`src/rtl/pc_fetch_if.sv`:
```
// pc_fetch_if: bundles the fetch-stage control inputs, the branch-target LUT
// handshake and the program-counter status outputs into one port.
// master = the fetch stage itself, slave = decode/LUT/host environment.
interface pc_fetch_if #(
    parameter int PC_W   = 16,
    parameter int LUT_AW = 8
) ();

    logic              start;
    logic [PC_W-1:0]   start_pc;
    logic              halt;
    logic              branch_en;
    logic              branch_rel;
    logic [LUT_AW-1:0] lut_idx;
    logic [LUT_AW-1:0] lut_addr;
    logic [PC_W-1:0]   lut_out;
    logic [PC_W-1:0]   pc;
    logic              running;
    logic              done;
    logic [15:0]       cycle_cnt;

    modport master (
        input  start,
        input  start_pc,
        input  halt,
        input  branch_en,
        input  branch_rel,
        input  lut_idx,
        input  lut_out,
        output lut_addr,
        output pc,
        output running,
        output done,
        output cycle_cnt
    );

    modport slave (
        output start,
        output start_pc,
        output halt,
        output branch_en,
        output branch_rel,
        output lut_idx,
        output lut_out,
        input  lut_addr,
        input  pc,
        input  running,
        input  done,
        input  cycle_cnt
    );

endinterface

```
`src/rtl/pc_fetch.sv`:
```
// pc_fetch: program counter and fetch sequencer in front of the branch-target
// LUT. Starts at a selectable entry point, steps sequentially or jumps to an
// absolute / PC-relative LUT target, stops on halt and reports the number of
// executed (RUN) cycles, saturating at 0xFFFF.
module pc_fetch #(
    parameter int PC_W   = 16,
    parameter int LUT_AW = 8
) (
    input  logic      clk,
    input  logic      reset,
    pc_fetch_if.master bus
);

    localparam int CNT_W = 16;

    localparam logic [PC_W-1:0]  PC_ONE  = {{(PC_W-1){1'b0}}, 1'b1};
    localparam logic [CNT_W-1:0] CNT_ONE = 16'h0001;
    localparam logic [CNT_W-1:0] CNT_MAX = 16'hFFFF;

    // One bit per visible status so running/done come straight off a flop.
    typedef enum logic [1:0] {
        ST_IDLE = 2'b00,
        ST_RUN  = 2'b01,
        ST_DONE = 2'b10
    } state_t;

    state_t            state_r;
    state_t            state_s;
    logic [PC_W-1:0]   pc_r;
    logic [PC_W-1:0]   pc_s;
    logic [CNT_W-1:0]  cnt_r;
    logic [CNT_W-1:0]  cnt_s;
    logic [LUT_AW-1:0] lut_addr_s;

    // Saturating increment: the counter sticks at all-ones instead of wrapping.
    function automatic logic [CNT_W-1:0] sat_inc(input logic [CNT_W-1:0] val);
        logic [CNT_W-1:0] res;
        if (val == CNT_MAX) begin
            res = val;
        end else begin
            res = val + CNT_ONE;
        end
        return res;
    endfunction

    // Next sequential / branch address for a non-halting RUN cycle.
    // Relative targets are two's complement offsets; the modulo-2^PC_W add
    // gives backward steps for free (0xFFFF == -1).
    function automatic logic [PC_W-1:0] next_pc(
        input logic [PC_W-1:0] cur_pc,
        input logic            br_en,
        input logic            br_rel,
        input logic [PC_W-1:0] target
    );
        logic [PC_W-1:0] res;
        if (br_en) begin
            if (br_rel) begin
                res = cur_pc + target;
            end else begin
                res = target;
            end
        end else begin
            res = cur_pc + PC_ONE;
        end
        return res;
    endfunction

    // The LUT is read in the decode cycle, so its index is a pure pass-through.
    assign lut_addr_s   = bus.lut_idx;
    assign bus.lut_addr = lut_addr_s;

    // Next-state and next-datapath decode; halt outranks branch, start is only
    // honoured outside RUN.
    always_comb begin
        state_s = state_r;
        pc_s    = pc_r;
        cnt_s   = cnt_r;
        case (state_r)
            ST_IDLE, ST_DONE: begin
                if (bus.start) begin
                    state_s = ST_RUN;
                    pc_s    = bus.start_pc;
                    cnt_s   = '0;
                end else begin
                    state_s = state_r;
                    pc_s    = pc_r;
                    cnt_s   = cnt_r;
                end
            end
            ST_RUN: begin
                // The halt cycle itself is an executed instruction and counts.
                cnt_s = sat_inc(cnt_r);
                if (bus.halt) begin
                    state_s = ST_DONE;
                    pc_s    = pc_r;
                end else begin
                    state_s = ST_RUN;
                    pc_s    = next_pc(pc_r, bus.branch_en, bus.branch_rel, bus.lut_out);
                end
            end
            default: begin
                state_s = ST_IDLE;
                pc_s    = '0;
                cnt_s   = '0;
            end
        endcase
    end

    // State register; reset wins over every other input.
    always_ff @(posedge clk) begin
        if (reset) begin
            state_r <= ST_IDLE;
        end else begin
            state_r <= state_s;
        end
    end

    // Program counter and cycle counter registers.
    always_ff @(posedge clk) begin
        if (reset) begin
            pc_r  <= '0;
            cnt_r <= '0;
        end else begin
            pc_r  <= pc_s;
            cnt_r <= cnt_s;
        end
    end

    assign bus.pc        = pc_r;
    assign bus.cycle_cnt = cnt_r;
    assign bus.running   = state_r[0];
    assign bus.done      = state_r[1];

endmodule

```
`src/flat_wrapper.sv`:
```
// flat-port wrapper written by rule: the top's interface ports become plain ports
module pc_fetch_flat 
#(
    parameter int PC_W   = 16,
    parameter int LUT_AW = 8
)
  (clk, reset, bus_start, bus_start_pc, bus_halt, bus_branch_en, bus_branch_rel, bus_lut_idx, bus_lut_out, bus_lut_addr, bus_pc, bus_running, bus_done, bus_cycle_cnt);
  pc_fetch_if #(.PC_W(PC_W), .LUT_AW(LUT_AW)) bus_i ();
  input  logic clk;
  input  logic reset;
  input wire logic [$bits(bus_i.start)-1:0] bus_start;
  input wire logic [$bits(bus_i.start_pc)-1:0] bus_start_pc;
  input wire logic [$bits(bus_i.halt)-1:0] bus_halt;
  input wire logic [$bits(bus_i.branch_en)-1:0] bus_branch_en;
  input wire logic [$bits(bus_i.branch_rel)-1:0] bus_branch_rel;
  input wire logic [$bits(bus_i.lut_idx)-1:0] bus_lut_idx;
  input wire logic [$bits(bus_i.lut_out)-1:0] bus_lut_out;
  output wire logic [$bits(bus_i.lut_addr)-1:0] bus_lut_addr;
  output wire logic [$bits(bus_i.pc)-1:0] bus_pc;
  output wire logic [$bits(bus_i.running)-1:0] bus_running;
  output wire logic [$bits(bus_i.done)-1:0] bus_done;
  output wire logic [$bits(bus_i.cycle_cnt)-1:0] bus_cycle_cnt;
  assign bus_i.start = bus_start;
  assign bus_i.start_pc = bus_start_pc;
  assign bus_i.halt = bus_halt;
  assign bus_i.branch_en = bus_branch_en;
  assign bus_i.branch_rel = bus_branch_rel;
  assign bus_i.lut_idx = bus_lut_idx;
  assign bus_i.lut_out = bus_lut_out;
  assign bus_lut_addr = bus_i.lut_addr;
  assign bus_pc = bus_i.pc;
  assign bus_running = bus_i.running;
  assign bus_done = bus_i.done;
  assign bus_cycle_cnt = bus_i.cycle_cnt;
  pc_fetch #(.PC_W(PC_W), .LUT_AW(LUT_AW)) u_core (.clk(clk), .reset(reset), .bus(bus_i));
endmodule
```
`config.mk`:
```
export PLATFORM = sky130hd
export DESIGN_NAME = pc_fetch_flat
export DESIGN_NICKNAME = d
export VERILOG_FILES = /design/src/rtl/pc_fetch_if.sv /design/src/rtl/pc_fetch.sv /design/src/flat_wrapper.sv
export SDC_FILE = /design/constraint.sdc
export NUM_CORES = 1
export LEC_CHECK = 0
export BUFFER_PORTS_ARGS = -buffer_cell sky130_fd_sc_hd__buf_2
export CORE_MARGIN = 4
export CORE_UTILIZATION = 40
export CTS_BUF_LIST = sky130_fd_sc_hd__clkbuf_4
export CTS_CLUSTER_DIAMETER = 200
export DETAILED_ROUTE_END_ITERATION = 6
export GPL_TIMING_DRIVEN = 0
export PLACE_DENSITY = 0.7
export SLEW_MARGIN = 20
export SYNTH_ARGS = -nofsm -noshare
export SYNTH_HDL_FRONTEND = slang
export SYNTH_SLANG_ARGS = --single-unit
```
`constraint.sdc`:
```
create_clock -name clk -period 2.1 [get_ports clk]
set_input_delay 0.21 -clock clk [delete_from_list [all_inputs] [get_ports clk]]
set_output_delay 0.21 -clock clk [all_outputs]
set_load 0.02 [all_outputs]
```
# Word-level counts from Yosys, hierarchy flattened
# Index checks and enable logic that the tools add are counted.
[classes]
n_addsub = 3
magnitude_cmp = 0
n_bitwise = 0
div_mod_pow = 0
n_eq_ne = 6
reduce_logical = 4
n_mul = 0
n_mux = 11
shifts = 0
[ops]
columns = ["op", "n"]
rows = [
  ["$mux W16", 6],
  ["$pmux W16 S2", 2],
  ["$add A16 B1 Y16 const B", 2],
  ["$add A16 B16 Y16", 1],
  ["$eq A16 B16 Y1 const B", 1],
  ["$ne A2 B2 Y1 const B", 3],
  ["$mux W2", 2],
  ["$pmux W2 S2", 1],
  ["$reduce_and A2 Y1", 2],
  ["$eq A2 B1 Y1 const B", 1],
  ["$eq A2 B2 Y1 const B", 1],
  ["$logic_not A2 Y1", 1],
  ["$reduce_or A2 Y1", 1],
]
[totals]
out_inout_bits = 42
wordCells = 27
ramBits = 0
mem_count = 0
mem_bits_ro = 0
ff_bits = 34
latch_bits = 0
inputBits = 46

# Depth between registers and ports, before layout
[logic_depth]
depth_word = 5
mapped_depth = 9

# Worst setup path after synthesis
# No wires, ideal clock.
[synth_path]
path_kind = "reg2reg"
start = "register u_core.pc_r[0] (netlist: u_core.bus.pc[0])"
end = "register u_core.pc_r[14] (netlist: u_core.bus.pc[14])"
t_arrival_ns = 2.160
setup_time_ns = 0.103
stages_incl_launch_ff = 10
period_less_slack_ns = 2.263
setup_slack_ns = -0.163
path_cell_list = "dfxtp_1 -> ha_1 -> inv_1 -> fa_1 -> nand2b_1 -> a21oi_1 -> o21ai_1 -> a31oi_1 -> xnor2_1 -> a2111oi_2"
[synth_between]
elab_chain_len = 5
elab_cells_between_ends = 6
cone_classes = "2 x add/sub; 4 x mux"
[synth_rtl]
columns = ["item", "line", "source"]
rows = [
  ["start: declaration", "pc_fetch.sv:29", "logic [PC_W-1:0] pc_r;"],
  ["start signal: assignment", "pc_fetch.sv:124", "pc_r <= pc_s;"],
  ["$add A16 B16 Y16", "pc_fetch.sv:58", "res = cur_pc + target;"],
  ["$mux W16", "pc_fetch.sv:57", "if (br_rel) begin"],
  ["$mux W16 *", "pc_fetch.sv:56", "if (br_en) begin"],
  ["$mux W16 *", "pc_fetch.sv:93", "if (bus.halt) begin"],
  ["$pmux W16 S2 *", "pc_fetch.sv:78", "case (state_r)"],
]
# Every way passes the cells marked *; elsewhere a longest branch is shown, timed or not. The select of a mux whose other input is x is not followed.
# A chain may end at the register's enable or synchronous reset.

# Worst setup path after layout
[layout_path]
start = "register u_core.pc_r[0] (netlist: u_core.bus.pc[0])"
end = "register u_core.pc_r[8] (netlist: u_core.bus.pc[8])"
# Same word-level chain as after synthesis.

==> metrics.md <==
| Metric | Value |
|---|---|
| Outcome | finished clean |
| CTS clock-pin slew for the worst setup and hold paths | between 0.1 and 0.15 ns |
| Top Metal Used | met4 |
| Switching portion of total power | between 40 and 50% |
| Placed inst area | ~3600 um^2 |
| Share of layout cells above drive strength 1 | approximately a third |
| Largest net degree at the start of global routing | 12 |
| Final #Nets | about 550 |
| Global-route wire length before repair | between 15 and 20 mm |
| Syn. warnings | 0 |
| Part of the power in registers | approximately two fifths |
| Clock sinks | 34 |
| Number of global-route vias before repair | between 3,000 and 4,000 |
| Worst path cell trace | ha_4 > inv_2 > fa_2 > nand2b_4 > a21oi_4 > buf_6 > or2_4 > a21oi_2 > o311a_1 > o22ai_1 |
| Worst Hold Depth | 3 |
| Crit path max-delay family | compound AO/OA/AOI/OAI gates |
| Slew Limit Fails | 0 |
| Period utilisation layout | between 90 and 100% |
| Placeable core area | around 7300 um^2 |
| Pint | 1.14 mW |
| Setup Viol. Count Final | 0 |
| R2R depth | 10 |
| Net load switching power | 786 uW |
| Number of nets still failing antenna checks after routing | 0 |
| CTS tree | yes |
| DP Cell Count | 568 |
| Lkg Pwr | roughly 1.7 nW |
| Initial antenna violation count | 0 |
| Synth Area per Inst | a little under 8 um^2 |
| Starting density of the core | roughly two fifths |
| Vias per inst | a little under 6 |
| Register bit total from synthesis | 34 |
| FF/Latch Area | between 700 and 800 um^2 |
| Htree depth | 2 |
| Worst Path Max Fanout | 2 |
| Clock Latency Late Sink | ~0.35 ns |
| Area of the multi-input gates | ~2300 um^2 |
| Max VDD drop | 0.257 mV |
| FP Rows | 31 |
| Slowest stage delay, CP | about 0.38 ns |
| Maxcap violations | 0 |
| Max-Slew Margin vs Limit | between 50% and 60% |
| Antenna Cells | 0 |
| GRT Total Usage | approximately 22% |
| P per Cell Area | 502 nW/um^2 |
| Fillcell total | slightly above 700 |
| Top cell type's share of synthesized area | between 20 and 25% |
| Port bufs | 77 |
| HP Class | input pin to register |
| Startpoint Class | register |
| Layout area overhead | 26.4% |
| DRC | 0 |
| Final hold violation count | 0 |
| Layout Cells excl Fill | between 500 and 600 |
| Final wirelength | 9.96 mm |
| Final Critical Period | 2.10 ns |
| Wl on met1 | about 4.1 mm |
| WS Path Type | register to register |
| Iter 0 DRT Violations | ~230 |
| Worst Max-Slew Pin Slew | a little under 0.7 ns |
| Clock buffer depth | 2 |
| Area contributors post-synth | dfxtp_1 (22%), ha_1 (7.0%), a21oi_1 (5.9%) |
| Post-Syn Nets | 456 |
| Post-DP HPWL | 7.49 mm |
| Design area | around 3800 um^2 |
| Chip width | 95.2 um |
| Clk_skew | 0.0127 ns |
| Final core occ | 52.4% |
| Combinational Power Share | 42.0% |
| Avg WL per Cell | roughly 17 um |
| Clock power share | between 15 and 20% |
| Post-Synthesis Cells | between 300 and 400 |
| Crit path buffers/inverters | 2 |
| Via count | around 3,400 |
| Post-synth EDFFs | 0 |
| Total gr overflow | 0 |
| Post-synthesis sequential area ratio | between 20 and 25% |
| Async S/R FF share, synth | 0% |
| Total Neg Setup Slack | 0 ns |
| RSZ-0062 raised after global routing | true |
| Fmax | roughly 480 MHz |
| Total I/O pin count | 88 |
| CTS buffer count | 5 |
| Wire length on met3 | between 800 and 900 um |
| Yosys cell types | a little under 70 |
| Prevailing post-synth register cell | dfxtp_1 |
| Crit. End Element | register |
| Root Driver | clkbuf_4 |
| CP Depth | 10 |
| First-pass DRT Iterations | 5 |
| Req. time, crit path | ~2.4 ns |
| Total die area | between 9000 and 10,000 um^2 |
| Arrival time worst endpoint | around 2.4 ns |
| Post-synth top area cell | dfxtp_1 |
| Crit-path slowest cell | dfxtp_4 |
| Hold slack final | 0.164 ns |
| Synthesized cell area | slightly above 3000 um^2 |
| Die height | roughly 95 um |
| Met2 wire len | 4.84 mm |
| Gp weighted congestion | 0.939 |
-- tightest hold or removal path, cell delays in order --
cell,delay (ns)
buf_2,0.08
a221oi_1,0.07
a21oi_1,0.13
-- cell usage in the layout, fill, tap and decap left out, types with 7 or more instances in the layout --
cell	synthesis	final
nand2_1	26	24
xnor2_1	12	12
nor2_1	38	38
nor3_1	8	8
ha_1	17	9
buf_2	7	84
dfxtp_2	0	9
a21oi_2	3	7
nand4_1	12	12
a21oi_1	36	31
dfxtp_1	34	22
inv_1	15	14
mux2i_1	8	8
clkbuf_1	7	7
xor2_1	20	20
nand3_1	13	13
o21ai_0	22	20
and3_1	9	9
buf_4	8	14
-- worst paths after layout --
check / slack (ns) / to / start
hold / removal: 0.16 / u_core.bus.pc[7] / bus_start_pc[7]
setup / recovery: 0.004 / u_core.bus.pc[8] / u_core.bus.pc[0]
setup reg to reg: 0.004 / u_core.bus.pc[8] / u_core.bus.pc[0]
hold reg to reg: 0.54 / u_core.state_r[1] / u_core.state_r[1]
-- repair_timing --
action	4_1_cts	5_1_grt
setup buffers	4	3
pin swaps	8	7
setup endpoints to repair	9	9
hold buffers	0	0
gates resized for setup	22	25
-- metal layers --
| layer | up-vias | track usage [%] |
|---|---|---|
| met3 | 23 | 5.05 |
| li1 | 1631 | - |
| met1 | 1553 | 27.2 |
| met2 | 157 | 38.5 |
| met5 | - | 0 |
| met4 | 0 | 6.61 |
-- final cells by class --
cell class | instances | area share (%)
Multi-Input combinational cell | 320 | 60.9
Sequential cell | 34 | 18.3
Timing Repair Buffer | 84 | 11.5
Buffer | 23 | 3.26
Tap cell | 99 | 3.22
Inverter | 15 | 1.46
Clock buffer | 5 | 0.977
Clock inverter | 3 | 0.423
-- synthesized netlist by cell type (3+ instances only) --
cell type  number
clkbuf_1        7
xnor2_1        12
inv_1          15
ha_1           17
o21a_1          3
o21ai_1         3
nand4_1        12
and3_1          9
nor3_1          8
a211oi_1        7
nand3_1        13
nand2_1        26
dfxtp_1        34
a21o_1          6
or3_1           4
nand2b_1        4
mux2i_1         8
a221oi_1        3
o221ai_1        5
nor2_1         38
o21ai_0        22
o211ai_1        4
buf_4           8
o22ai_1         3
buf_2           7
a21oi_1        36
nor2_2          3
xor2_1         20
nor2b_1         4
a21oi_2         3
-- power by group through the flow --
stage	registers, mW	logic, mW	clock network, mW
after floorplan	0.784	0.463	0
after global placement	0.756	0.691	0
after detailed placement	0.759	0.704	0
after CTS	0.746	0.752	0.386
after global routing	0.753	0.892	0.405
final	0.746	0.811	0.372
-- flip-flops by register name, indices dropped and copies added (netlist names) --
name                  cells
u_core.bus.cycle_cnt     16
u_core.bus.pc            16
u_core.state_r            2
-- logic make-up after synthesis --
logic type               share of synthesized area (%)
AO/OA/AOI/OAI                                     27.0
XOR/XNOR                                          9.22
adder cells (fa/ha/maj)                           7.65
buffers and inverters                             5.97
flip-flops                                        22.4
multiplexers                                      3.37
AND/OR/NAND/NOR                                   24.4
-- metrics by stage --
stage | setup slack (ns) | power, mW
after floorplan | 0.0124 | 1.25
after global placement | -0.322 | 1.45
after detailed placement | -0.320 | 1.46
after CTS | -0.00801 | 1.88
after global routing | -0.0625 | 2.05
final | 0.00406 | 1.93
No activity file was read; power rests on OpenSTA's default activity.
